### src/rtl/semaforo_pkg.sv
// Shared types and light encodings for the multi-phase traffic-light controller.
// Enabling SEMAFORO_FLASH_EN adds the FLASH behaviour in semaforo_multi.
package semaforo_pkg;

    typedef enum logic [1:0] {
        ST_GREEN  = 2'd0,
        ST_YELLOW = 2'd1,
        ST_ALLRED = 2'd2,
        ST_FLASH  = 2'd3
    } state_t;

    localparam logic [2:0] LT_GREEN  = 3'b100;
    localparam logic [2:0] LT_YELLOW = 3'b010;
    localparam logic [2:0] LT_RED    = 3'b001;
    localparam logic [2:0] LT_OFF    = 3'b000;

    // Lamp pattern of the phase that currently owns the sequence.
    function automatic logic [2:0] active_light(input state_t st);
        case (st)
            ST_GREEN:  return LT_GREEN;
            ST_YELLOW: return LT_YELLOW;
            default:   return LT_RED;
        endcase
    endfunction

endpackage

### src/rtl/semaforo_rr_pick.sv
// Combinational round-robin finder: first set bit of pend searching upward
// from base+1 with wrap-around (base itself is checked last).
module semaforo_rr_pick #(
    parameter int NUM_PH = 2,
    parameter int PH_W   = 1
) (
    input  logic [NUM_PH-1:0] pend,
    input  logic [PH_W-1:0]   base,
    output logic [PH_W-1:0]   next_idx,
    output logic              valid
);

    localparam int SUM_W = PH_W + 1;

    logic [SUM_W-1:0]  cand_sum [NUM_PH];
    logic [PH_W-1:0]   cand_idx [NUM_PH];
    logic [NUM_PH-1:0] hit;

    // Candidate gi is the phase (gi+1) positions after base, modulo NUM_PH.
    for (genvar gi = 0; gi < NUM_PH; gi++) begin : g_cand
        assign cand_sum[gi] = {1'b0, base} + SUM_W'(gi + 1);
        assign cand_idx[gi] = (cand_sum[gi] >= SUM_W'(NUM_PH))
                            ? PH_W'(cand_sum[gi] - SUM_W'(NUM_PH))
                            : PH_W'(cand_sum[gi]);
        assign hit[gi] = pend[cand_idx[gi]];
    end

    always_comb begin
        next_idx = base;
        valid    = 1'b0;
        for (int j = NUM_PH - 1; j >= 0; j--) begin
            if (hit[j]) begin
                next_idx = cand_idx[j];
                valid    = 1'b1;
            end
        end
    end

endmodule

### src/rtl/semaforo_multi.sv
// NUM_PH-phase traffic-light controller: GREEN -> YELLOW -> ALLRED per phase,
// fixed or demand-actuated. Define SEMAFORO_FLASH_EN for the flash port/mode.
module semaforo_multi
    import semaforo_pkg::*;
#(
    parameter int NUM_PH   = 2,
    parameter int CNT_W    = 9,
    parameter int T_GREEN  = 20,
    parameter int T_YELLOW = 4,
    parameter int T_ALLRED = 2,
    parameter int ACTUATED = 0,
`ifdef SEMAFORO_FLASH_EN
    parameter int T_FLASH  = 8,
`endif
    localparam int PH_W = (NUM_PH > 1) ? $clog2(NUM_PH) : 1
) (
    input  logic                clk,
    input  logic                rst,
    input  logic [NUM_PH-1:0]   req,
`ifdef SEMAFORO_FLASH_EN
    input  logic                flash,
`endif
    output logic [3*NUM_PH-1:0] lights,
    output logic [PH_W-1:0]     phase,
    output logic [NUM_PH-1:0]   served,
    output logic [NUM_PH-1:0]   pend
);

`ifdef SEMAFORO_FLASH_EN
    localparam int T_FLASH_I = T_FLASH;
`else
    localparam int T_FLASH_I = 1;
`endif
    localparam int CNT_MAX = 2**CNT_W - 1;

    if (T_GREEN < 1 || T_GREEN > CNT_MAX || T_YELLOW < 1 || T_YELLOW > CNT_MAX ||
        T_ALLRED < 1 || T_ALLRED > CNT_MAX || T_FLASH_I < 1 || T_FLASH_I > CNT_MAX) begin : g_bad_dwell
        $error("semaforo_multi: dwell time outside 1..2**CNT_W-1");
    end
    if (NUM_PH < 2 || NUM_PH > 8) begin : g_bad_num_ph
        $error("semaforo_multi: NUM_PH must be 2..8");
    end

    localparam logic [CNT_W-1:0] CNT_ONE = CNT_W'(1);
    localparam logic [CNT_W-1:0] TG_C    = CNT_W'(T_GREEN);
    localparam logic [CNT_W-1:0] TY_C    = CNT_W'(T_YELLOW);
    localparam logic [CNT_W-1:0] TA_C    = CNT_W'(T_ALLRED);
    localparam logic [CNT_W-1:0] TF_C    = CNT_W'(T_FLASH_I);

    state_t              state_reg, state_next;
    logic [CNT_W-1:0]    cnt_reg, cnt_next;
    logic [PH_W-1:0]     phase_reg, phase_next, phase_inc;
    logic [PH_W-1:0]     pick_base, pick_idx;
    logic                pick_valid;
    logic [NUM_PH-1:0]   pend_reg, pend_next, served_reg, served_next;
    logic [NUM_PH-1:0]   phase_onehot, clear_vec, green_mask;
    logic [3*NUM_PH-1:0] lights_reg, lights_next, lights_rst;
    logic                blink_reg, blink_next;
    logic                from_flash_reg, from_flash_next;
    logic                other_pend, enter_green, flash_req;

`ifdef SEMAFORO_FLASH_EN
    assign flash_req = flash;
`else
    assign flash_req = 1'b0;
`endif

    assign phase_inc    = (phase_reg == PH_W'(NUM_PH - 1)) ? '0 : phase_reg + PH_W'(1);
    assign phase_onehot = NUM_PH'(1) << phase_reg;
    assign other_pend   = |(pend_reg & ~phase_onehot);
    // After flash the search must start at phase 0, i.e. "after" the last phase.
    assign pick_base    = from_flash_reg ? PH_W'(NUM_PH - 1) : phase_reg;

    semaforo_rr_pick #(
        .NUM_PH (NUM_PH),
        .PH_W   (PH_W)
    ) u_pick (
        .pend     (pend_reg),
        .base     (pick_base),
        .next_idx (pick_idx),
        .valid    (pick_valid)
    );

    always_comb begin
        state_next      = state_reg;
        cnt_next        = cnt_reg + CNT_ONE;
        phase_next      = phase_reg;
        blink_next      = blink_reg;
        from_flash_next = from_flash_reg;
        case (state_reg)
            ST_GREEN: begin
                if (cnt_reg >= TG_C) begin
                    if (ACTUATED == 0 || other_pend) begin
                        state_next = ST_YELLOW;
                        cnt_next   = CNT_ONE;
                    end else begin
                        cnt_next = TG_C;  // rest in green
                    end
                end
            end
            ST_YELLOW: begin
                if (cnt_reg >= TY_C) begin
                    state_next = ST_ALLRED;
                    cnt_next   = CNT_ONE;
                end
            end
            ST_ALLRED: begin
                if (cnt_reg >= TA_C) begin
                    state_next      = ST_GREEN;
                    cnt_next        = CNT_ONE;
                    from_flash_next = 1'b0;
                    if (ACTUATED != 0 && pick_valid) begin
                        phase_next = pick_idx;
                    end else if (from_flash_reg) begin
                        phase_next = '0;
                    end else begin
                        phase_next = phase_inc;
                    end
                end
            end
            ST_FLASH: begin
                if (!flash_req) begin
                    state_next      = ST_ALLRED;
                    cnt_next        = CNT_ONE;
                    from_flash_next = 1'b1;
                end else if (cnt_reg >= TF_C) begin
                    cnt_next   = CNT_ONE;
                    blink_next = ~blink_reg;
                end
            end
        endcase
        if (flash_req && state_reg != ST_FLASH) begin
            state_next = ST_FLASH;
            cnt_next   = CNT_ONE;
            blink_next = 1'b1;
        end
    end

    // Demand latch: clear on entry to the phase's green wins over a same-cycle set.
    assign enter_green = (state_next == ST_GREEN) && (state_reg != ST_GREEN);
    assign clear_vec   = enter_green ? (NUM_PH'(1) << phase_next) : '0;
    assign green_mask  = (state_reg == ST_GREEN) ? phase_onehot : '0;

    for (genvar gi = 0; gi < NUM_PH; gi++) begin : g_phase
        logic [2:0] lt;

        assign pend_next[gi]   = (pend_reg[gi] | (req[gi] & ~green_mask[gi])) & ~clear_vec[gi];
        assign served_next[gi] = clear_vec[gi] & pend_reg[gi];

        always_comb begin
            lt = LT_RED;
            if (state_next == ST_FLASH) begin
                lt = blink_next ? LT_YELLOW : LT_OFF;
            end else if (phase_next == PH_W'(gi)) begin
                lt = active_light(state_next);
            end
        end

        assign lights_next[3*gi +: 3] = lt;
        assign lights_rst[3*gi +: 3]  = (gi == 0) ? LT_GREEN : LT_RED;
    end

    always_ff @(posedge clk) begin
        if (rst) begin
            state_reg      <= ST_GREEN;
            cnt_reg        <= CNT_ONE;
            phase_reg      <= '0;
            pend_reg       <= '0;
            served_reg     <= '0;
            lights_reg     <= lights_rst;
            blink_reg      <= 1'b0;
            from_flash_reg <= 1'b0;
        end else begin
            state_reg      <= state_next;
            cnt_reg        <= cnt_next;
            phase_reg      <= phase_next;
            pend_reg       <= pend_next;
            served_reg     <= served_next;
            lights_reg     <= lights_next;
            blink_reg      <= blink_next;
            from_flash_reg <= from_flash_next;
        end
    end

    assign lights = lights_reg;
    assign phase  = phase_reg;
    assign served = served_reg;
    assign pend   = pend_reg;

endmodule
### config.mk
export PLATFORM = sky130hd
export DESIGN_NAME = semaforo_multi
export DESIGN_NICKNAME = d
export VERILOG_FILES = /design/src/rtl/semaforo_pkg.sv /design/src/rtl/semaforo_rr_pick.sv /design/src/rtl/semaforo_multi.sv
export SDC_FILE = /design/constraint.sdc
export NUM_CORES = 1
export LEC_CHECK = 0
export BUFFER_PORTS_ARGS = -buffer_cell sky130_fd_sc_hd__buf_4
export CORE_AREA = 4 4 49 47
export CTS_BUF_LIST = sky130_fd_sc_hd__clkbuf_4 sky130_fd_sc_hd__clkbuf_8
export DETAILED_ROUTE_END_ITERATION = 16
export DIE_AREA = 0 0 53 51
export HOLD_SLACK_MARGIN = 0.15
export PLACE_DENSITY_LB_ADDON = 0.2
export SYNTH_ARGS = -nofsm -noshare
export SYNTH_HDL_FRONTEND = slang
export SYNTH_HIERARCHICAL = 1
export SYNTH_SLANG_ARGS = --single-unit
### constraint.sdc
create_clock -name clk -period 1.49 [get_ports clk]
set_input_delay 0.149 -clock clk [delete_from_list [all_inputs] [get_ports clk]]
set_output_delay 0.149 -clock clk [all_outputs]
set_load 0.03 [all_outputs]
==> summary.md <==
| Metric | Value |
|---|---|
| Status | `finished with violations` |
| Failing checks | `negative setup slack` |
| #FFs+latches synth | `23` |
| Switching Fraction | `27.7%` |
| Fin. Hold Viols | `0` |
| Fmax achieved | `614 MHz` |
| # fillers | `164` |
| Placed Area | `1100 µm²` |
| Num rows | `15` |
| Power Density | `978 nW/µm²` |
| Power share of the combinational group | `17.7%` |
| Max VDD drop | `0.727 mV` |
| CTS HTree Levels | `1` |
| Vias | `around 700` |
| Core area | `1820 µm²` |
| Unrepaired setup endpoints after global routing | `true` |
| DP HPWL | `1270 µm` |
| Number of endpoints failing setup at the final stage | `12` |
| Clock transition at path regs | `around 0.13 ns` |
| Post-route ant nets | `0` |
| Worst setup margin | `-0.139 ns` |
| Cell family with most CP delay | `simple AND/OR/NAND/NOR gates` |
| Design area | `~1200 µm²` |
| Total gr overflow | `0` |
| Non-Filler Instances | `150` |
| Critical path buffers and inverters | `0` |
| Fin crit period | `between 1.5 and 2 ns` |
| Starting Density | `47.4%` |
| First-pass GRT wire length | `2850 µm` |
| Die W | `53 µm` |
| WL/cell | `11.1 µm` |
| Max Cap Viol | `0` |
| Skew final | `~0.013 ns` |
| Register area share after synthesis | `53.3%` |
| Clock power share | `24.5%` |
| CTS Sinks | `23` |
| Post-synthesis cell area | `863 µm²` |
| Crit path cell chain | `or4_4 -> o32ai_4 -> or3b_1` |
| Die area | `approximately 2700 µm²` |
| Worst-Skew Late Latency | `0.31 ns` |
| Number of global-route vias before repair | `659` |
| Final nets | `132` |
| Largest net degree at the start of global routing | `14` |
| Min-delay worst type | `in2reg` |
| Startpoint Class | `flip-flop` |
| WP data required | `1.70 ns` |
| Die H | `51 µm` |
| Dpl cells | `141` |
| Root buf cell | `clkbuf_4` |
| Fin crit share | `109%` |
| PortBufs | `14` |
| Total CTS buffers | `3` |
| Slowest stage delay, CP | `~0.58 ns` |
| Distinct cell type count after synthesis | `30` |
| CP max stage cell | `or4_4` |
| Share of cells above drive strength 1 | `about a third` |
| Max reg flops | `9` |
| # IOs | `15` |
| Area growth, synth to finish | `38.1%` |
| # DRC | `0` |
| Switching power of the nets | `0.323 mW` |
| Drt initial violations | `11` |
| DR vias/cell | `between 4 and 5` |
| Worst-path maximum fanout | `5` |
| Fin Hold WS | `0.156 ns` |
| Mean Syn Cell Area | `9.49 µm²` |
| Share of power burned in registers | `57.8%` |
| Final WL | `between 1500 and 2000 µm` |
| Worst Setup End Kind | `flip-flop` |
| CTS tree | `yes` |
| GPL Wtd Cong | `around 0.78` |
| Initial antenna violation count | `0` |
| Cells after Synth | `91` |
| Setup TNS | `-0.476 ns` |
| Tot GR Track Use | `~15%` |
| Worst Path Arrival | `1.84 ns` |
| Slew Limit Fails | `0` |
| Cell Int Power | `0.842 mW` |
| Pwr Total | `1.17 mW` |
| Synth warn | `6` |
| Clock tree buffer depth | `2` |
| Ant diodes | `0` |
| Lkg Pwr | `0.539 nW` |
| Crit path kind | `reg2reg` |
| DR pass1 iterations | `4` |
## cell usage after synthesis
cell | number | share of area, %
or3_1 | 2 | 1.4
conb_1 | 1 | 0.43
nor3_1 | 3 | 1.7
a211o_1 | 1 | 1.0
or4_4 | 1 | 1.3
xor2_1 | 2 | 2.0
a21oi_1 | 7 | 4.1
mux2i_1 | 1 | 1.2
o32ai_2 | 1 | 1.9
o21ai_0 | 5 | 2.9
or3b_1 | 1 | 1.0
nand2_1 | 4 | 1.7
and3_1 | 2 | 1.4
inv_1 | 6 | 2.6
a32oi_1 | 1 | 1.0
dfxtp_1 | 23 | 53
nor2b_1 | 1 | 0.73
ha_1 | 2 | 2.9
clkbuf_1 | 1 | 0.43
a211o_2 | 1 | 1.2
nand2b_1 | 1 | 0.73
nor2_1 | 11 | 4.8
a211oi_1 | 2 | 1.7
buf_2 | 2 | 1.2
nand3_1 | 2 | 1.2
a31oi_2 | 1 | 1.4
or2_2 | 1 | 0.73
xnor2_1 | 1 | 1.0
or2_1 | 2 | 1.4
nor4_1 | 2 | 1.4
## per-layer routing
metal | GRT usage, % | share of wire [%] | vias up
met5 | 0 | 0 | -
met4 | 8.09 | 1.3 | 0
met3 | 3.79 | 4.0 | 2
met2 | 21.7 | 49 | 12
met1 | 18.9 | 46 | 327
li1 | - | - | 374
## placed cells by master (no fill, tap or decap), types with 3 or more instances in the layout
| cell | instances |
|---|---|
| nor2_1 | 9 |
| buf_4 | 28 |
| conb_1 | 4 |
| dfxtp_2 | 3 |
| a21oi_1 | 7 |
| clkbuf_4 | 3 |
| o21ai_0 | 3 |
| nand2_1 | 4 |
| dfxtp_1 | 20 |
| inv_1 | 6 |
## through the flow
step                      utilization [%]  setup slack (ns)
after floorplan                         -           -0.0735
final                                65.5            -0.139
after global placement               60.3           -0.0987
after detailed placement             60.3            -0.126
after CTS                            62.9            -0.132
after global routing                 65.5            -0.182
## power by group through the flow
stage               Combinational [mW]  Sequential (mW)  Clock [mW]
finish                           0.207            0.674       0.285
global route                     0.224            0.679       0.321
CTS                              0.195            0.671       0.288
detailed placement               0.190            0.685           0
global placement                 0.187            0.684           0
floorplan                       0.0828            0.720           0
## logic make-up (layout without fill, tap and decap cells)
kind of cell	Yosys count	after routing	synth area share, %
flops	23	23	53.3
fa+ha+maj	2	2	2.90
xor+xnor	3	3	3.04
buf+inv	9	40	4.20
other cells	1	4	0.434
compound gates	19	19	15.2
simple gates	33	33	19.7
mux	1	1	1.16
## path summary, 6_finish.rpt
path                            startpoint         to  slack (ns)  cells after the start
worst max-delay path            cnt_reg[7]  lights[3]       -0.14                      3
worst min-delay path                req[0]    pend[0]        0.16                      3
worst max register to register  cnt_reg[7]  lights[3]       -0.14                      3
worst min register to register     pend[0]  served[0]        0.49                      1
## timing repair
action | 4_1_cts | 5_1_grt
hold buffers | 2 | 0
hold endpoints to repair | 9 | 0
setup endpoints to repair | 13 | 19
pin swaps | 0 | 4
setup buffers | 0 | 3
gates resized for setup | 1 | 8
## cell type report
| type | instances | area [µm²] | share of cell area [%] |
|---|---|---|---|
| multi-input combinational | 62 | 417 | 34.9 |
| inverter | 6 | 22.5 | 1.89 |
| tap | 25 | 31.3 | 2.62 |
| sequential | 23 | 464 | 38.9 |
| timing repair buffer | 30 | 230 | 19.3 |
| clock inverter | 1 | 5.00 | 0.420 |
| clock buffer | 3 | 22.5 | 1.89 |
## worst reg2reg max path, cell delays in order, from the launching register on
cell and delay [ns]:
dfxtp_2 0.34, or4_4 0.58, o32ai_4 0.25, or3b_1 0.37
Power figures use the tool's default switching activity.
